`src/rtl/final_adder_pkg.sv`:
```
// Shared constants and small helpers for the final adder datapath.
package final_adder_pkg;

  localparam int DEFAULT_FLOAT_DATA_WIDTH = 32;
  localparam int DEFAULT_MUL_LATENCY      = 4;
  localparam int MAX_REQ                  = 8;

  function automatic int clog2(input int value);
    int width;
    width = 0;
    while ((1 << width) < value) width++;
    return width;
  endfunction

  // Callers truncate the result to their own requester count.
  function automatic logic [MAX_REQ-1:0] onehot(input int unsigned index);
    return MAX_REQ'(1) << index;
  endfunction

endpackage

```
`src/rtl/fp_mul_scheduler_rr_arbiter.sv`:
```
// Combinational round-robin pick: first eligible requester at or after the pointer.
module rr_arbiter
  import final_adder_pkg::*;
#(
  parameter  int NUM_REQ   = 4,
  localparam int TAG_WIDTH = clog2(NUM_REQ)
) (
  input  logic [NUM_REQ-1:0]   eligible,
  input  logic [TAG_WIDTH-1:0] pointer,
  output logic [NUM_REQ-1:0]   winner_oh,
  output logic [TAG_WIDTH-1:0] winner_idx,
  output logic                 any_eligible
);

  localparam logic [TAG_WIDTH:0] NUM_REQ_W = (TAG_WIDTH+1)'(NUM_REQ);

  always_comb begin
    logic [TAG_WIDTH:0] cand;
    winner_oh    = '0;
    winner_idx   = '0;
    any_eligible = 1'b0;
    cand         = '0;
    // One extra bit holds pointer+i before the wrap back into 0..NUM_REQ-1.
    for (int i = 0; i < NUM_REQ; i++) begin
      cand = {1'b0, pointer} + (TAG_WIDTH+1)'(i);
      if (cand >= NUM_REQ_W) cand = cand - NUM_REQ_W;
      if (!any_eligible && eligible[cand[TAG_WIDTH-1:0]]) begin
        any_eligible = 1'b1;
        winner_idx   = cand[TAG_WIDTH-1:0];
      end
    end
    if (any_eligible) winner_oh = NUM_REQ'(onehot(int'(winner_idx)));
  end

endmodule

```
`src/rtl/fp_mul_scheduler.sv`:
```
// Shares one pipelined fp_mul among NUM_REQ requesters; a tag pipe that tracks
// the multiplier latency routes each product back with a one-hot valid pulse.
module fp_mul_scheduler
  import final_adder_pkg::*;
#(
  parameter  int FLOAT_DATA_WIDTH = DEFAULT_FLOAT_DATA_WIDTH,
  parameter  int NUM_REQ          = 4,
  parameter  int MUL_LATENCY      = DEFAULT_MUL_LATENCY,
  localparam int TAG_WIDTH        = clog2(NUM_REQ)
) (
  input  logic                                clk,
  input  logic                                rst,
  input  logic                                clk_en,
  input  logic [NUM_REQ-1:0]                  req,
  input  logic [NUM_REQ*FLOAT_DATA_WIDTH-1:0] op_a,
  input  logic [NUM_REQ*FLOAT_DATA_WIDTH-1:0] op_b,
  output logic [NUM_REQ-1:0]                  grant,
  output logic [FLOAT_DATA_WIDTH-1:0]         result,
  output logic [NUM_REQ-1:0]                  result_valid,
  output logic                                busy,
  output logic                                mul_aclr,
  output logic                                mul_clk_en,
  output logic [FLOAT_DATA_WIDTH-1:0]         mul_dataa,
  output logic [FLOAT_DATA_WIDTH-1:0]         mul_datab,
  input  logic [FLOAT_DATA_WIDTH-1:0]         mul_result
);

  localparam logic [TAG_WIDTH-1:0] LAST_IDX = TAG_WIDTH'(NUM_REQ - 1);

  logic [NUM_REQ-1:0]                    grant_q, grant_d;
  logic [TAG_WIDTH-1:0]                  grant_idx_q, grant_idx_d;
  logic [TAG_WIDTH-1:0]                  ptr_q, ptr_d;
  logic [FLOAT_DATA_WIDTH-1:0]           dataa_q, dataa_d;
  logic [FLOAT_DATA_WIDTH-1:0]           datab_q, datab_d;
  logic [FLOAT_DATA_WIDTH-1:0]           result_q, result_d;
  logic [NUM_REQ-1:0]                    result_valid_q, result_valid_d;
  logic [MUL_LATENCY-1:0]                pipe_valid_q, pipe_valid_d;
  logic [MUL_LATENCY-1:0][TAG_WIDTH-1:0] pipe_tag_q, pipe_tag_d;

  logic [NUM_REQ-1:0]   eligible;
  logic [NUM_REQ-1:0]   winner_oh;
  logic [TAG_WIDTH-1:0] winner_idx;
  logic                 winner_any;

  // The requester granted this cycle is still presenting stale operands.
  assign eligible = req & ~grant_q;

  rr_arbiter #(
    .NUM_REQ(NUM_REQ)
  ) u_arbiter (
    .eligible    (eligible),
    .pointer     (ptr_q),
    .winner_oh   (winner_oh),
    .winner_idx  (winner_idx),
    .any_eligible(winner_any)
  );

  always_comb begin
    grant_d        = grant_q;
    grant_idx_d    = grant_idx_q;
    ptr_d          = ptr_q;
    dataa_d        = dataa_q;
    datab_d        = datab_q;
    result_d       = result_q;
    result_valid_d = result_valid_q;
    pipe_valid_d   = pipe_valid_q;
    pipe_tag_d     = pipe_tag_q;
    if (clk_en) begin
      grant_d     = winner_oh;
      grant_idx_d = winner_idx;
      if (winner_any) begin
        ptr_d = (winner_idx == LAST_IDX) ? '0 : winner_idx + TAG_WIDTH'(1);
        for (int i = 0; i < NUM_REQ; i++) begin
          if (winner_oh[i]) begin
            dataa_d = op_a[i*FLOAT_DATA_WIDTH +: FLOAT_DATA_WIDTH];
            datab_d = op_b[i*FLOAT_DATA_WIDTH +: FLOAT_DATA_WIDTH];
          end
        end
      end
      // Stage 0 follows the registered grant, i.e. the cycle the operands reach fp_mul.
      pipe_valid_d[0] = |grant_q;
      pipe_tag_d[0]   = grant_idx_q;
      for (int i = 1; i < MUL_LATENCY; i++) begin
        pipe_valid_d[i] = pipe_valid_q[i-1];
        pipe_tag_d[i]   = pipe_tag_q[i-1];
      end
      result_valid_d = '0;
      if (pipe_valid_q[MUL_LATENCY-1]) begin
        result_d       = mul_result;
        result_valid_d = NUM_REQ'(onehot(int'(pipe_tag_q[MUL_LATENCY-1])));
      end
    end
  end

  always_ff @(posedge clk or negedge rst) begin
    if (!rst) begin
      grant_q        <= '0;
      grant_idx_q    <= '0;
      ptr_q          <= '0;
      dataa_q        <= '0;
      datab_q        <= '0;
      result_q       <= '0;
      result_valid_q <= '0;
      pipe_valid_q   <= '0;
      pipe_tag_q     <= '0;
    end else begin
      grant_q        <= grant_d;
      grant_idx_q    <= grant_idx_d;
      ptr_q          <= ptr_d;
      dataa_q        <= dataa_d;
      datab_q        <= datab_d;
      result_q       <= result_d;
      result_valid_q <= result_valid_d;
      pipe_valid_q   <= pipe_valid_d;
      pipe_tag_q     <= pipe_tag_d;
    end
  end

  assign grant        = grant_q;
  assign result       = result_q;
  assign result_valid = result_valid_q;
  assign busy         = (|grant_q) | (|pipe_valid_q);
  assign mul_aclr     = ~rst;
  assign mul_clk_en   = clk_en;
  assign mul_dataa    = dataa_q;
  assign mul_datab    = datab_q;

endmodule

```
`config.mk`:
```
export PLATFORM = sky130hd
export DESIGN_NAME = fp_mul_scheduler
export DESIGN_NICKNAME = d
export VERILOG_FILES = /design/src/rtl/final_adder_pkg.sv /design/src/rtl/fp_mul_scheduler_rr_arbiter.sv /design/src/rtl/fp_mul_scheduler.sv
export SDC_FILE = /design/constraint.sdc
export NUM_CORES = 1
export LEC_CHECK = 0
export CORE_AREA = 2 2 156 158
export DETAILED_ROUTE_END_ITERATION = 8
export DIE_AREA = 0 0 158 160
export GPL_TIMING_DRIVEN = 0
export PLACE_DENSITY = 0.7
export SETUP_SLACK_MARGIN = 0.15
export SLEW_MARGIN = 20
export SYNTH_ARGS = -nofsm -noshare
export SYNTH_HDL_FRONTEND = slang
export SYNTH_SLANG_ARGS = --single-unit
```
`constraint.sdc`:
```
create_clock -name clk -period 3.5 [get_ports clk]
set_clock_uncertainty 0.05 [all_clocks]
set_input_delay 0.7 -clock clk [delete_from_list [all_inputs] [get_ports clk]]
set_output_delay 0.7 -clock clk [all_outputs]
set_load 0.02 [all_outputs]
```
# Word level (Yosys, flattened, before mapping)
# Cells that the tools add are included.
[word_totals] regBits=120 out_inout_bits=107 wordCells=78
[classes] add_sub_neg=8 order_cmp=8 n_eq_ne=1 n_shift=2 muxes=31 bitwise_logic=4 n_reduce_logical=12
[ops] operator="two-way mux 32 bit" count=8
[ops] operator="two-way mux 2 bit" count=9
[ops] operator="< comparator 2 x 3 -> 1 bit, second input constant" count=4
[ops] operator="greater-or-equal comparator 3 bit, second input constant" count=3
[ops] operator="binary-select mux 1 bit (select 2 bit)" count=4
[ops] operator="two-way mux 1 bit" count=8
[ops] operator="two-way mux 4 bit" count=2
[ops] operator="OR reduction 4 bit" count=2
[ops] operator="left shift 1 x 2 -> 4 bit, first input constant" count=2
[ops] operator="subtractor 2 x 1 -> 2 bit, second input constant" count=4
[ops] operator="adder 2 x 2 -> 3 bit, second input constant" count=2
[ops] operator="AND 4 bit" count=1
[ops] operator="inverter 4 bit" count=1
[ops] operator="AND reduction 2 bit" count=2
[ops] operator="nonzero test 4 bit" count=1
[ops] operator="adder 2 x 1 -> 3 bit, second input constant" count=1
[ops] operator="greater-or-equal comparator 2 x 3 -> 1 bit, second input constant" count=1
[ops] operator="logical AND 1 bit" count=3
[ops] operator="zero test 1 bit" count=3
[ops] operator="AND reduction 3 bit" count=1
[ops] operator="adder 2 x 1 -> 2 bit, second input constant" count=1
[ops] operator="equality test 2 bit, second input constant" count=1
[ops] operator="inverter 1 bit" count=1
[ops] operator="OR 1 bit" count=1

# Logic depth before layout (Yosys ltp)
# Gate-level depths: netlist of run 1.
[depth] ltp_word=20 mapped_depth=11 depth_no_buf=9

# By module
# From an unflattened synthesis of run 1, not the netlist that was laid out.
[hier_totals] cells_unflattened=531 area_unflattened_um2=6543.8
[modules_own_cells] mod="fp_mul_scheduler" instances=1 cells_each=499 area_each_um2=6361.1 seq_area_each_um2=3002.9
[modules_own_cells] mod="rr_arbiter" instances=1 cells_each=32 area_each_um2=182.7 seq_area_each_um2=0.0

# Worst setup path after synthesis of run 1
# Ideal clock, no wire load.
[synth_timing] path_kind="input to register" from="input port req[1]" to="register datab_q[10], in the netlist mul_datab[10]" setup_time_ns=0.128 arrival_time_ns=2.611 setup_slack_ns=0.712 cell_stages=10 path_buffers=2 path_cell_list="and2b_4 -> or3_1 -> and3_1 -> inv_1 -> ha_1 -> clkbuf_1 -> buf_1 -> a21oi_1 -> a311oi_1 -> a21oi_1"
[synth_via] elab_chain_len=18
[synth_rtl] item="start: declaration" line="fp_mul_scheduler.sv:14" source="input logic [NUM_REQ-1:0] req,"
[synth_rtl] item="AND 4 bit *" line="fp_mul_scheduler.sv:46" source="assign eligible = req & ~grant_q;"
[synth_rtl] item="binary-select mux 1 bit (select 2 bit)" line="fp_mul_scheduler_rr_arbiter.sv:27" source="if (!any_eligible && eligible[cand[TAG_WIDTH-1:0]]) begin"
[synth_rtl] item="two-way mux 1 bit (implied by the code)" line="fp_mul_scheduler_rr_arbiter.sv:27"
[synth_rtl] item="two-way mux 1 bit" line="fp_mul_scheduler_rr_arbiter.sv:27"
[synth_rtl] item="zero test 1 bit" line="fp_mul_scheduler_rr_arbiter.sv:27"
[synth_rtl] item="logical AND 1 bit" line="fp_mul_scheduler_rr_arbiter.sv:27"
[synth_rtl] item="two-way mux 1 bit" line="fp_mul_scheduler_rr_arbiter.sv:27"
[synth_rtl] item="zero test 1 bit" line="fp_mul_scheduler_rr_arbiter.sv:27"
[synth_rtl] item="logical AND 1 bit" line="fp_mul_scheduler_rr_arbiter.sv:27"
[synth_rtl] item="two-way mux 1 bit" line="fp_mul_scheduler_rr_arbiter.sv:27"
[synth_rtl] item="zero test 1 bit" line="fp_mul_scheduler_rr_arbiter.sv:27"
[synth_rtl] item="logical AND 1 bit" line="fp_mul_scheduler_rr_arbiter.sv:27"
[synth_rtl] item="two-way mux 2 bit *" line="fp_mul_scheduler_rr_arbiter.sv:27"
[synth_rtl] item="net u_arbiter.winner_idx[0]" line="fp_mul_scheduler_rr_arbiter.sv:11" source="output logic [TAG_WIDTH-1:0] winner_idx,"
[synth_rtl] item="left shift 1 x 2 -> 4 bit *" line="final_adder_pkg.sv:17" source="return MAX_REQ'(1) << index;"
[synth_rtl] item="two-way mux 4 bit *" line="fp_mul_scheduler_rr_arbiter.sv:32" source="if (any_eligible) winner_oh = NUM_REQ'(onehot(int'(winner_idx)));"
[synth_rtl] item="two-way mux 32 bit (3 in a row)" line="fp_mul_scheduler.sv:74" source="if (winner_oh[i]) begin"
[synth_rtl] item="end signal: assignment" line="fp_mul_scheduler.sv:111" source="datab_q <= datab_d;"
[synth_rtl] item="end: declaration" line="fp_mul_scheduler.sv:34" source="logic [FLOAT_DATA_WIDTH-1:0] datab_q, datab_d;"
# Mark *: on every way through the listed nets, which the timed path passes. The rest lies on a longest branch. The select of a mux whose other input is x is not followed.
# A chain may end at the register's enable or synchronous reset.

# Worst setup path in the final report of run 1
[layout_timing] from="input port req[2]" to="register datab_q[31], in the netlist mul_datab[31]"
# The elaborated chain is that of the path after synthesis.

==> metrics.cfg, run 1 <==
[timing]
tightest_slew_ps = 1010
finalCritPeriodShare_pct = 92.4
final_max_slew_viol_count = 0
slew_headroom_pct = 32.2
fin_hold_ws_ps = 112
min_period_ps = 3230
hold_viol_final = 0
setup_viol = 0
max_freq_mhz = 309
rsz0062_at_grt = yes

[global_routing]
grt_pass1_vias = 8637
grt_use_total_pct = 25.2
top_usage_layer = met2
use_met2_pct = 42.7
grt_remaining_overflow = 0
grt_max_degree = 79
antenna_found_initial = 1
use_met3_pct = 7.60
grtUsageMet1_pct = 29.4
grt_pass1_wl_mm = 48.5

[worst_setup_path]
rrSetupSlack_ps = 490
path_cells = clkdlybuf4s50_1 -> nand2b_1 -> or3_1 -> and3_1 -> inv_1 -> ha_1 -> clkbuf_2 -> clkbuf_2 -> a21oi_1 -> a311oi_1 -> a21oi_1
path_buf_inv = 4
critPathLaunchType = input port
critPathRequiredTime_ps = 3750
critPathArrivalTime_ps = 3480
cp_top_family = buffers and inverters
cp_max_fo = 10
crit_path_end_kind = flip-flop
crit_type = input port to flip-flop
cpPeakStageDelay_ps = 470
slowest_stage = clkdlybuf4s50_1

[clocking]
path_clk_slew_ps = 70
cts_sinks = 120
hold_buffers = 0
htree_num_levels = 4
cts_buffer_depth = 2
clockRootBuffer = clkbuf_16
clk_latency_ps = 420
cts_buffers = 17
cts_tree = done
cts_setup_buffers = 0

[route]
dr.pass1.iters = 8
vias = 8599
drt_iter0_markers = 585
routed_wl_mm = 32.5
viasPerCell = 5.29
drc = 0
wl_per_cell_um = 20.0
antenna_left = 0

[layout]
area_delta_synth_final_pct = 68.9
layout.cells.non_filler = 1627
num-fill-cells = 2257
layout-drive-gt1-share_pct = 12.1
final_nets = 1588

[synthesis]
syn_inst = 868
yosysUniqueCellTypes = 39
synth_seq_cells = 120
ys_seq_area_share_pct = 40.9
synth_area_um2 = 7330
yosysWarnings = 0
postSynthAreaPerCell_um2 = 8.45
synth_nets = 1167

[die]
start_util_pct = 30.8
die_w_um = 158
rows = 57
dieArea_um2 = 25300
ios = 402
design.core.area_um2 = 23800
die_h_um = 160

[placement]
gp_congestion = 0.888
dp_cells = 1594
io_buffer_count = 401
dp_hpwl_mm = 24.6

[job]
drv_cap = 0

[hold_path]
min_path_type = input port to async pin

[status]
status = completed

[pwr]
p_leak_nw = 4.93
powerDensity_nw_per_um2 = 867
vdd_ir_drop_max_v = 0.000353

==> cell usage in the layout, fill, tap and decap left out, types with 2 or more instances in the layout <==
cell,netlist,final
a21oi_2,9,9
nand3_1,64,64
clkbuf_1,18,10
buf_6,9,9
buf_4,4,4
clkbuf_4,2,2
a311oi_1,64,64
clkinvlp_4,0,3
ha_1,4,4
nor2_1,66,66
clkdlybuf4s50_1,0,400
o2bb2ai_1,4,4
clkbuf_16,0,17
o211ai_1,64,64
clkbuf_8,2,2
nor4_1,2,2
nor2b_2,3,3
clkinv_4,0,2
nand2b_1,6,6
inv_1,69,69
dfrtp_1,120,120
buf_2,30,30
mux2_2,45,45
clkbuf_2,0,13
a21oi_1,121,121
a22o_1,2,2
buf_1,9,4
o21ai_0,3,3
inv_8,0,3
nand2_1,133,133
inv_6,0,4
==> final cells by class <==
class	instances	area, µm²	share of cell area (%)
repair buffers	402	4050	32.7
multi-input cells	604	3630	29.3
flip-flops and latches	120	3000	24.2
plain buffers	75	454	3.67
clock buffers	17	425	3.43
well taps	324	405	3.27
inverters	69	259	2.09
clock inverters	15	160	1.29
diodes	1	2.50	0.0202
==> per-layer routing <==
metal	part of all wire (%)	vias up
met3	11	68
met5	0	-
met4	3.8	0
met2	48	522
li1	-	3945
met1	37	4064
==> Yosys cell counts <==
cell type / count / share of area [%]
nand2_1: 133 / 6.8
a21oi_1: 121 / 8.3
dfrtp_1: 120 / 41
inv_1: 69 / 3.5
nor2_1: 66 / 3.4
a311oi_1: 64 / 7.6
nand3_1: 64 / 4.4
o211ai_1: 64 / 6.6
mux2_2: 45 / 6.9
buf_2: 30 / 2.0
clkbuf_1: 18 / 0.92
a21oi_2: 9 / 1.1
buf_1: 9 / 0.46
buf_6: 9 / 1.4
nand2b_1: 6 / 0.51
buf_4: 4 / 0.41
ha_1: 4 / 0.68
o2bb2ai_1: 4 / 0.48
nor2b_2: 3 / 0.36
o21ai_0: 3 / 0.20
a22o_1: 2 / 0.24
clkbuf_4: 2 / 0.20
clkbuf_8: 2 / 0.38
nor4_1: 2 / 0.17
a22o_2: 1 / 0.14
a22oi_1: 1 / 0.10
a31oi_1: 1 / 0.085
a41oi_2: 1 / 0.22
and2b_4: 1 / 0.14
and3_1: 1 / 0.085
and3b_2: 1 / 0.14
dlymetal6s2s_1: 1 / 0.17
mux2_1: 1 / 0.15
nor2b_1: 1 / 0.085
nor4_4: 1 / 0.29
nor4b_1: 1 / 0.12
o21ai_1: 1 / 0.068
o41ai_2: 1 / 0.22
or3_1: 1 / 0.085
==> path summary, 6_finish.rpt <==
check                                   to       startpoint  cells after the start
max                          mul_datab[31]           req[2]                     11
min                          mul_dataa[16]              rst                      1
max reg2reg                  mul_datab[31]         grant[2]                     10
min reg2reg                result_valid[0]  result_valid[0]                      1
max in group asynchronous       result[13]              rst                      2
min in group clk           result_valid[0]  result_valid[0]                      1
==> metrics by stage <==
step	total power, W	worst slack, ps	utilization [%]	instance area [µm²]	TNS [ps]
2_1_floorplan	0.00616	712	-	7330	0
3_3_place_gp	0.00888	-3450	49.3	11800	-433430
3_5_place_dp	0.00898	-614	49.5	11800	-29790
4_1_cts	0.0108	122	52.0	12400	0
5_1_grt	0.0115	87.3	52.0	12400	0
6_report	0.0107	267	52.0	12400	0
==> state kept, by name, indices dropped and copies added, names as in the netlist <==
signal        count
mul_dataa        32
mul_datab        32
result           32
pipe_tag_q        8
grant             4
pipe_valid_q      4
result_valid      4
grant_idx_q       2
ptr_q             2
==> cells by family after synthesis <==
family	Yosys count	synth area share, %
AO/OA/AOI/OAI	273	25.3
adder cells (fa/ha/maj)	4	0.682
buffers and inverters	144	9.50
flip-flops	120	40.9
multiplexers	46	7.06
AND/OR/NAND/NOR	281	16.5
==> power by group <==
group          leakage (nW)  total [W]  internal (W)  switching, W
registers              1.39    0.00249       0.00208      0.000407
logic                  3.27    0.00649       0.00275       0.00374
clock network         0.279    0.00177       0.00101      0.000761
==> repair_timing <==
action,CTS,global route
hold endpoints to repair,0,0
endpoints found under the setup margin,59,52
resized for setup,4,13
pin swaps,0,0
Note: power is estimated with default switching activity, not from simulation.
==> inputs of run 2 (changes only) <==
--- a/config.mk
+++ b/config.mk
@@ -9,7 +9,7 @@
 export DETAILED_ROUTE_END_ITERATION = 8
 export DIE_AREA = 0 0 158 160
 export GPL_TIMING_DRIVEN = 0
-export PLACE_DENSITY = 0.7
+export PLACE_DENSITY = 0.76
 export SETUP_SLACK_MARGIN = 0.15
 export SLEW_MARGIN = 20
 export SYNTH_ARGS = -nofsm -noshare
==> run 2 against run 1 <==
Against the previous run: fmax increased by 0.65%; critical path depth decreased by 1; die area is the same; largest cell class unchanged; largest power group unchanged.
==> metrics.cfg, run 2 (synthesized netlist as in run 1, its figures left out) <==
[clocking]
cts_setup_buffers = 0  ; unchanged
cts_tree = done  ; unchanged
cts_buffers = 17  ; unchanged
cts_buffer_depth = 2  ; unchanged
cts_sinks = 120  ; unchanged
htree_num_levels = 4  ; unchanged
clockRootBuffer = clkbuf_16  ; unchanged
path_clk_slew_ps = 70  ; about the same
clk_latency_ps = 410  ; was 420 ps

[route]
wl_per_cell_um = 20.3  ; was 20.0 µm
viasPerCell = 5.35  ; was 5.29
drt_iter0_markers = 635  ; was 585
drc = 0  ; unchanged
antenna_left = 0  ; unchanged
routed_wl_mm = 33.1  ; was 32.5 mm
vias = 8707  ; was 8599
dr.pass1.iters = 5  ; was 8

[die]
dieArea_um2 = 25300  ; unchanged
start_util_pct = 30.8  ; unchanged
die_h_um = 160  ; unchanged
die_w_um = 158  ; unchanged
rows = 57  ; unchanged
design.core.area_um2 = 23800  ; unchanged
ios = 402  ; unchanged

[pwr]
vdd_ir_drop_max_v = 0.000373  ; was 0.000353 V
p_leak_nw = 4.96  ; was 4.93 nW
p_total_w = 0.0110  ; was 0.0107 W
powerDensity_nw_per_um2 = 883  ; was 867 nW/µm²

[layout]
layout-drive-gt1-share_pct = 12.1  ; about the same
area_delta_synth_final_pct = 69.6  ; was 68.9%
final_common_cell = clkdlybuf4s50_1  ; unchanged
final_nets = 1588  ; unchanged
layout_common_cells = clkdlybuf4s50_1 (400), nand2_1 (133), a21oi_1 (121), dfrtp_1 (120), inv_1 (69)  ; unchanged
finish.utilization_pct = 52.2  ; was 52.0%
final_area_um2 = 12400  ; about the same
diodes = 0  ; was 1

[worst_setup_path]
crit_path_end_kind = flip-flop  ; unchanged
cp-startpoint = req[3]  ; was req[2]
critPathRequiredTime_ps = 3730  ; was 3750 ps
critPathArrivalTime_ps = 3440  ; was 3480 ps
cp_max_fo = 10  ; unchanged
crit_type = input port to flip-flop  ; unchanged
critPathLaunchType = input port  ; unchanged
r2r_start = grant[2]  ; unchanged

[global_routing]
grt_max_degree = 67  ; was 79
grt_remaining_overflow = 0  ; unchanged
grt_pass1_vias = 8817  ; was 8637
grt_pass1_wl_mm = 49.2  ; was 48.5 mm
antenna_found_initial = 1  ; unchanged
grt_use_total_pct = 25.5  ; was 25.2%

[placement]
io_buffer_count = 401  ; unchanged
gp_congestion = 0.906  ; was 0.888
dp_hpwl_mm = 24.9  ; was 24.6 mm
place_ws_ps = -613  ; was -614 ps
placed_area_um2 = 11800  ; unchanged

[timing]
tightest_slew_ps = 1080  ; was 1010 ps
fin_setup_tns_ps = 0  ; unchanged
setup_viol = 0  ; unchanged
finalCritPeriodShare_pct = 91.8  ; was 92.4%
min_period_ps = 3210  ; was 3230 ps
rsz0062_at_grt = yes  ; unchanged
hold_viol_final = 0  ; unchanged
slew_headroom_pct = 27.7  ; was 32.2%
fin_ws_ps = 288  ; was 267 ps
final_max_slew_viol_count = 0  ; unchanged
max_freq_mhz = 311  ; was 309 MHz

[status]
status = completed  ; unchanged

[job]
drv_cap = 0  ; unchanged

[hold_path]
min_path_type = input port to async pin  ; unchanged

## run 2: cell type report
type / instances / area (µm²)
inverter: 69 / 259
tap: 324 / 405
buffer: 75 / 458
clock inverter: 15 / 206
fill: 2270 / 11400
timing repair buffer: 402 / 4050
sequential: 120 / 3000
clock buffer: 17 / 425
multi-input combinational: 604 / 3630
## run 2: routing by layer
layer | share of wire, % | track usage, % | vias to the layer above | wire length (µm)
met5 | 0.048 | 0 | - | 16
met4 | 4.1 | 11.3 | 2 | 1360
met3 | 9.3 | 7.30 | 87 | 3090
met2 | 49 | 43.4 | 496 | 16000
met1 | 38 | 29.7 | 4173 | 12500
li1 | - | - | 3949 | -
## run 2: critical path, cell delays in order
cell             delay (ps)
clkdlybuf4s50_1         470
nor2b_2                 240
o21ai_0                 110
a22oi_1                 340
ha_1                    310
clkbuf_4                300
buf_2                   360
a21oi_1                 140
a311oi_1                360
a21oi_2                 100
## run 2: stage by stage
step	std cells	hold WS [ps]
6_report	1626	166
3_3_place_gp	1593	425
4_1_cts	1626	174
5_1_grt	1626	181
2_1_floorplan	868	354
3_5_place_dp	1594	426
## run 2: what timing repair did
item	4_1_cts	5_1_grt
setup endpoints to repair	64	54
hold buffers	0	0
resized for setup	4	18
pin swaps	0	0
cloned	0	0
## run 2: power by group
part / leakage [nW] / internal [W] / switching, W
logic: 3.27 / 0.00276 / 0.00379
registers: 1.39 / 0.00208 / 0.000437
clock network: 0.306 / 0.00115 / 0.000757
## run 2: final timing paths
path / cells after the start / slack (ps) / to
hold reg to reg: 1 / 430 / result_valid[2]
setup reg to reg: 10 / 540 / mul_dataa[17]
max in group asynchronous: 2 / 2510 / mul_datab[12]
min in group clk: 1 / 430 / result_valid[2]
setup / recovery: 10 / 290 / mul_dataa[30]
hold / removal: 1 / 170 / mul_dataa[17]
